File: src/rtl/bpf_buffer_ctrl.sv
// bpf_buffer_ctrl
//   Ownership controller for three packet buffers (ping/pang/pong) shared by a
//   snooper, a CPU filter and a forwarder. Each buffer moves through
//   FREE -> SN -> READY -> CPU -> (ACC -> FWD | FREE) -> FREE. Two small FIFOs
//   keep arrival order: ready_q (snoop-completion order) feeds the CPU and
//   acc_q (accept order) feeds the forwarder.
//
// Ports
//   clk, rst_n                    clock, asynchronous active-low reset
//   sn_done, cpu_acc, cpu_rej,    single-cycle event pulses from the agents
//   fwd_done
//   sn_sel, cpu_sel, fwd_sel      buffer held by each agent (00 none, 01 ping,
//                                 10 pang, 11 pong), registered
//   ping_sel, pang_sel, pong_sel  agent holding each buffer (00 none,
//                                 01 snooper, 10 CPU, 11 forwarder)
//   proto_err                     sticky protocol-violation flag
//   acc_cnt, rej_cnt              saturating accept/reject counters
//
// Build option
//   BUF_CTRL_STATS_EN  when defined, acc_cnt/rej_cnt count applied accepts and
//                      rejects; otherwise both are tied to zero.
module bpf_buffer_ctrl #(
  parameter int unsigned CNT_WIDTH = 32
) (
  input  logic                 clk,
  input  logic                 rst_n,
  input  logic                 sn_done,
  input  logic                 cpu_acc,
  input  logic                 cpu_rej,
  input  logic                 fwd_done,
  output logic [1:0]           sn_sel,
  output logic [1:0]           cpu_sel,
  output logic [1:0]           fwd_sel,
  output logic [1:0]           ping_sel,
  output logic [1:0]           pang_sel,
  output logic [1:0]           pong_sel,
  output logic                 proto_err,
  output logic [CNT_WIDTH-1:0] acc_cnt,
  output logic [CNT_WIDTH-1:0] rej_cnt
);

  typedef enum logic [2:0] {
    B_FREE, B_SN, B_READY, B_CPU, B_ACC, B_FWD
  } buf_st_e;

  buf_st_e    st_q [3];
  buf_st_e    st_d [3];
  logic [1:0] rdy_q [3];
  logic [1:0] rdy_d [3];
  logic [1:0] rdy_cnt_q, rdy_cnt_d;
  logic [1:0] accq_q [3];
  logic [1:0] accq_d [3];
  logic [1:0] accq_cnt_q, accq_cnt_d;
  logic [1:0] sn_sel_q, sn_sel_d;
  logic [1:0] cpu_sel_q, cpu_sel_d;
  logic [1:0] fwd_sel_q, fwd_sel_d;
  logic       proto_err_q, proto_err_d;

  logic       sn_act, cpu_act, do_acc, do_rej, fwd_act;
  logic       sn_claim, cpu_claim, fwd_claim;
  logic [1:0] sn_claim_id;

  function automatic logic [1:0] agent_of(buf_st_e s);
    case (s)
      B_SN:    agent_of = 2'b01;
      B_CPU:   agent_of = 2'b10;
      B_FWD:   agent_of = 2'b11;
      default: agent_of = 2'b00;
    endcase
  endfunction

  always_comb begin
    st_d        = st_q;
    rdy_d       = rdy_q;
    rdy_cnt_d   = rdy_cnt_q;
    accq_d      = accq_q;
    accq_cnt_d  = accq_cnt_q;
    sn_sel_d    = sn_sel_q;
    cpu_sel_d   = cpu_sel_q;
    fwd_sel_d   = fwd_sel_q;

    sn_act    = sn_done  && (sn_sel_q  != 2'b00);
    cpu_act   = (cpu_acc || cpu_rej) && (cpu_sel_q != 2'b00);
    do_rej    = cpu_act && cpu_rej;
    do_acc    = cpu_act && cpu_acc && !cpu_rej;
    fwd_act   = fwd_done && (fwd_sel_q != 2'b00);

    proto_err_d = proto_err_q
                | (sn_done && (sn_sel_q == 2'b00))
                | ((cpu_acc || cpu_rej) && (cpu_sel_q == 2'b00))
                | (cpu_acc && cpu_rej)
                | (fwd_done && (fwd_sel_q == 2'b00));

    // Claims look only at registered state, so a buffer released this edge
    // cannot be re-claimed before the next one.
    sn_claim    = 1'b0;
    sn_claim_id = 2'b00;
    if (sn_sel_q == 2'b00) begin
      for (int unsigned i = 0; i < 3; i++) begin
        if (!sn_claim && st_q[i] == B_FREE) begin
          sn_claim    = 1'b1;
          sn_claim_id = 2'(i + 1);
        end
      end
    end
    cpu_claim = (cpu_sel_q == 2'b00) && (rdy_cnt_q  != 2'b00);
    fwd_claim = (fwd_sel_q == 2'b00) && (accq_cnt_q != 2'b00);

    if (sn_act)        sn_sel_d = 2'b00;
    else if (sn_claim) sn_sel_d = sn_claim_id;
    if (cpu_act)        cpu_sel_d = 2'b00;
    else if (cpu_claim) cpu_sel_d = rdy_q[0];
    if (fwd_act)        fwd_sel_d = 2'b00;
    else if (fwd_claim) fwd_sel_d = accq_q[0];

    // Each event touches a buffer in a distinct state, so at most one of
    // these updates can hit any given buffer in one cycle.
    for (int unsigned i = 0; i < 3; i++) begin
      if (sn_act    && sn_sel_q    == 2'(i + 1)) st_d[i] = B_READY;
      if (sn_claim  && sn_claim_id == 2'(i + 1)) st_d[i] = B_SN;
      if (cpu_claim && rdy_q[0]    == 2'(i + 1)) st_d[i] = B_CPU;
      if (do_acc    && cpu_sel_q   == 2'(i + 1)) st_d[i] = B_ACC;
      if (do_rej    && cpu_sel_q   == 2'(i + 1)) st_d[i] = B_FREE;
      if (fwd_claim && accq_q[0]   == 2'(i + 1)) st_d[i] = B_FWD;
      if (fwd_act   && fwd_sel_q   == 2'(i + 1)) st_d[i] = B_FREE;
    end

    // Shift-register FIFOs: pop first, then push at the post-pop tail.
    if (cpu_claim) begin
      rdy_d[0]  = rdy_q[1];
      rdy_d[1]  = rdy_q[2];
      rdy_d[2]  = 2'b00;
      rdy_cnt_d = rdy_cnt_q - 2'd1;
    end
    if (sn_act) begin
      rdy_d[rdy_cnt_d] = sn_sel_q;
      rdy_cnt_d        = rdy_cnt_d + 2'd1;
    end
    if (fwd_claim) begin
      accq_d[0]  = accq_q[1];
      accq_d[1]  = accq_q[2];
      accq_d[2]  = 2'b00;
      accq_cnt_d = accq_cnt_q - 2'd1;
    end
    if (do_acc) begin
      accq_d[accq_cnt_d] = cpu_sel_q;
      accq_cnt_d         = accq_cnt_d + 2'd1;
    end
  end

  always_ff @(posedge clk or negedge rst_n) begin
    if (!rst_n) begin
      st_q        <= '{default: B_FREE};
      rdy_q       <= '{default: 2'b00};
      rdy_cnt_q   <= '0;
      accq_q      <= '{default: 2'b00};
      accq_cnt_q  <= '0;
      sn_sel_q    <= '0;
      cpu_sel_q   <= '0;
      fwd_sel_q   <= '0;
      proto_err_q <= 1'b0;
    end else begin
      st_q        <= st_d;
      rdy_q       <= rdy_d;
      rdy_cnt_q   <= rdy_cnt_d;
      accq_q      <= accq_d;
      accq_cnt_q  <= accq_cnt_d;
      sn_sel_q    <= sn_sel_d;
      cpu_sel_q   <= cpu_sel_d;
      fwd_sel_q   <= fwd_sel_d;
      proto_err_q <= proto_err_d;
    end
  end

  assign sn_sel    = sn_sel_q;
  assign cpu_sel   = cpu_sel_q;
  assign fwd_sel   = fwd_sel_q;
  assign ping_sel  = agent_of(st_q[0]);
  assign pang_sel  = agent_of(st_q[1]);
  assign pong_sel  = agent_of(st_q[2]);
  assign proto_err = proto_err_q;

`ifdef BUF_CTRL_STATS_EN
  logic [CNT_WIDTH-1:0] acc_cnt_q, acc_cnt_d;
  logic [CNT_WIDTH-1:0] rej_cnt_q, rej_cnt_d;

  always_comb begin
    acc_cnt_d = acc_cnt_q;
    rej_cnt_d = rej_cnt_q;
    if (do_acc && acc_cnt_q != '1) acc_cnt_d = acc_cnt_q + CNT_WIDTH'(1);
    if (do_rej && rej_cnt_q != '1) rej_cnt_d = rej_cnt_q + CNT_WIDTH'(1);
  end

  always_ff @(posedge clk or negedge rst_n) begin
    if (!rst_n) begin
      acc_cnt_q <= '0;
      rej_cnt_q <= '0;
    end else begin
      acc_cnt_q <= acc_cnt_d;
      rej_cnt_q <= rej_cnt_d;
    end
  end

  assign acc_cnt = acc_cnt_q;
  assign rej_cnt = rej_cnt_q;
`else
  assign acc_cnt = '0;
  assign rej_cnt = '0;
`endif

endmodule

File: config.mk
export PLATFORM = sky130hd
export DESIGN_NAME = bpf_buffer_ctrl
export DESIGN_NICKNAME = d
export VERILOG_FILES = /design/src/rtl/bpf_buffer_ctrl.sv
export SDC_FILE = /design/constraint.sdc
export NUM_CORES = 1
export LEC_CHECK = 0
export ABC_AREA = 1
export ABC_CLOCK_PERIOD_IN_PS = 3200
export BUFFER_PORTS_ARGS = -buffer_cell sky130_fd_sc_hd__buf_2
export CAP_MARGIN = 30
export CORE_UTILIZATION = 35
export CTS_CLUSTER_DIAMETER = 120
export DETAILED_ROUTE_END_ITERATION = 8
export GPL_ROUTABILITY_DRIVEN = 0
export PLACE_DENSITY = 0.64
export REMOVE_ABC_BUFFERS = 1
export SLEW_MARGIN = 15
export SYNTH_ARGS = -nofsm -noshare
export SYNTH_HDL_FRONTEND = slang
export SYNTH_SLANG_ARGS = --single-unit
export TNS_END_PERCENT = 10
File: constraint.sdc
create_clock -name clk -period 3.2 [get_ports clk]
set_input_delay 0.16 -clock clk [delete_from_list [all_inputs] [get_ports clk]]
set_output_delay 0.16 -clock clk [all_outputs]
set_load 0.01 [all_outputs]
==> flow_summary.json <==
{
  "die_h_um": 85.3,
  "hold_path_end": "fwd_sel[1]$_DFFE_PN0P_",
  "crit_slowest_cell": "dfrtp_1",
  "grt_max_degree": 33,
  "setup_viol": 0,
  "regToRegEndpoint": "rdy_q[2]$_DFF_PN0_",
  "crit_path_frequent_cell": "inv_1",
  "rsz0062_at_grt": "no",
  "ctsLongestPathBuffers": 2,
  "cts_hold_buf": 1,
  "grt_pass1_vias": 1629,
  "path_max_fanout": 10,
  "cp_slowest_stage_delay_ps": 360,
  "drv_cap": 0,
  "power.density_nw_per_um2": 1030,
  "drive_above_1_share": 0.118,
  "fin_setup_tns_ps": 0,
  "hp-class": "input pin to flop",
  "via_per_inst": 4.37,
  "netlist_instances": 322,
  "setup_ws_ps": 1230,
  "fin_util": 0.376,
  "dp_slack_ps": 1220,
  "yosys_warnings": 0,
  "numCtsBuffers": 5,
  "design.core.area_um2": 6530,
  "synth_cell_types": 32,
  "period_share": 0.616,
  "start_util": 0.371,
  "cp_data_required_time_ps": 3370,
  "finClkSkew_ps": 2.81,
  "cts_max_level": 2,
  "arrival_ps": 2140,
  "nets": 359,
  "fp-row-count": 29,
  "ys_ff_latch": 32,
  "worst_pin_slew_ps": 728,
  "die_area_um2": 7270,
  "drtIter0Drc": 144,
  "postCtsSetupRepairBufs": 0,
  "synth_area_um2": 2430,
  "mostFrequentLayoutCells": "64 x nand2_1, 64 x conb_1, 42 x inv_1, 32 x dfrtp_1, 23 x nor2_1",
  "slew_viol_final": 0,
  "tritoncts": "built",
  "pin_count": 83,
  "ant_nets": 0,
  "crit_path_end_kind": "flop",
  "critPathLaunchType": "flop",
  "hold_viol": 0,
  "clk_latency_ps": 280,
  "drc": 0,
  "cts_root_buf": "clkbuf_8",
  "syn_to_final_growth_pct": 1.34,
  "worstHoldStart": "fwd_done",
  "grt_overflow_total": 0,
  "outcome": "completed",
  "ir_worst_vdd_mv": 0.291,
  "critical_path_class": "flop to flop",
  "leakagePower_nw": 1.35,
  "wirelength_um": 4530,
  "clock_sink_count": 32,
  "worst-r2r-cell-count": 12,
  "whs_path_depth": 2,
  "drtPass1Iterations": 4,
  "crit_family": "adder cells",
  "die-width_um": 85.3,
  "postCtsResizedCells": 0,
  "finalCriticalPeriod_ps": 1970,
  "worst-path-buf-inv": 4,
  "antenna_found_initial": 0,
  "dp_hpwl_um": 3560,
  "synth.yosys.seq_area_share": 0.330,
  "clk_pin_slew_ps": 70,
  "antenna_cells": 0,
  "num_vias": 1850,
  "relSlewSlack": 0.514,
  "wl_per_cell_um": 10.7,
  "timing.rr.start": "rdy_cnt_q[0]$_DFF_PN0_",
  "io_buffers": 18,
  "grt.total_usage": 0.133,
  "crit_chain": "inv_1 > ha_1 > inv_1 > nand2_4 > nand2_1 > o21ai_1 > inv_1 > ha_1 > nand2_1 > o21ai_0 > o22ai_1 > inv_1",
  "grt_pass1_wl_um": 7600,
  "ff2ff_setup_slack_ps": 1230,
  "syn_avg_cell_area_um2": 7.53,
  "max_freq_ghz": 0.507
}
-- kinds of logic (layout without fill, tap and decap cells) --
group	after synthesis	after routing	share of synthesized area
adders and majority gates	8	8	0.0413
AOI/OAI and AO/OA	44	44	0.105
and+or+nand+nor	123	123	0.235
buffers and inverters	110	71	0.270
xor gates and xnor gates	4	4	0.0175
other	1	64	0.00155
DFF	32	32	0.330
-- report_power, final --
group / leakage (nW) / total [mW] / switching [mW] / internal, mW
Clock: 0.0455 / 0.323 / 0.148 / 0.175
Combinational: 0.893 / 1.45 / 0.950 / 0.500
Sequential: 0.410 / 0.749 / 0.167 / 0.582
Total: 1.35 / 2.52 / 1.26 / 1.26
-- final cells by class --
class,instances,area [um2]
Fill cell,700,4070
Multi-Input combinational cell,243,1210
Clock buffer,8,90.1
Inverter,44,165
Tap cell,77,96.3
Sequential cell,32,801
Timing Repair Buffer,19,100
-- how the worst max path moves through the flow --
stage / start / end / slack, ps / depth (start not counted)
4_1_cts: rdy_cnt_q[0]$_DFF_PN0_ / rdy_q[2]$_DFF_PN0_ / 1210 / 12
3_3_place_gp: rdy_cnt_q[0]$_DFF_PN0_ / rdy_q[4]$_DFF_PN0_ / 1300 / 11
2_1_floorplan: rdy_cnt_q[0]$_DFF_PN0_ / rdy_q[4]$_DFF_PN0_ / 1380 / 11
5_1_grt: rdy_cnt_q[0]$_DFF_PN0_ / rdy_q[4]$_DFF_PN0_ / 1000 / 11
3_5_place_dp: rdy_cnt_q[0]$_DFF_PN0_ / rdy_q[2]$_DFF_PN0_ / 1220 / 12
6_report: rdy_cnt_q[0]$_DFF_PN0_ / rdy_q[2]$_DFF_PN0_ / 1230 / 12
-- synth_stat cells, drive strengths merged --
| cell | n | area share |
|---|---|---|
| a21boi | 1 | 0.0031 |
| a21oi | 10 | 0.021 |
| buf | 66 | 0.20 |
| conb | 1 | 0.0015 |
| dfrtp | 32 | 0.33 |
| ha | 8 | 0.041 |
| inv | 44 | 0.068 |
| nand2 | 69 | 0.11 |
| nand3 | 20 | 0.045 |
| nand4 | 4 | 0.010 |
| nor2 | 27 | 0.054 |
| nor3 | 2 | 0.0088 |
| nor4 | 1 | 0.0026 |
| o2111ai | 1 | 0.0036 |
| o211ai | 3 | 0.0093 |
| o21a | 1 | 0.0031 |
| o21ai | 22 | 0.048 |
| o22ai | 5 | 0.013 |
| o32ai | 1 | 0.0036 |
| xor2 | 4 | 0.018 |
-- sequential cells by signal, summed over array words and instances (netlist names) --
| name | flops |
|---|---|
| accq_cnt_q | 2 |
| accq_q | 6 |
| cpu_sel | 2 |
| fwd_sel | 2 |
| proto_err | 1 |
| rdy_cnt_q | 2 |
| rdy_q | 6 |
| sn_sel | 2 |
| st_q | 9 |
-- metrics by stage --
step / total power, mW / cell area [um2] / hold WS, ps / instances
5_1_grt: 2.82 / 2460 / 138 / 423
6_report: 2.52 / 2460 / 146 / 423
4_1_cts: 2.54 / 2460 / 136 / 423
3_3_place_gp: 2.15 / 2360 / 264 / 414
2_1_floorplan: 1.83 / 2170 / -136 / 319
3_5_place_dp: 2.20 / 2360 / 268 / 414
-- routing by layer --
layer  GRT usage  vias to the layer above  wire, um
met2       0.211                       63      2060
met1       0.177                      842      2170
li1            -                      937         -
met5           0                        -         0
met4      0.0455                        0        77
met3      0.0360                        8       221
No activity file was read; power rests on OpenSTA's default activity.
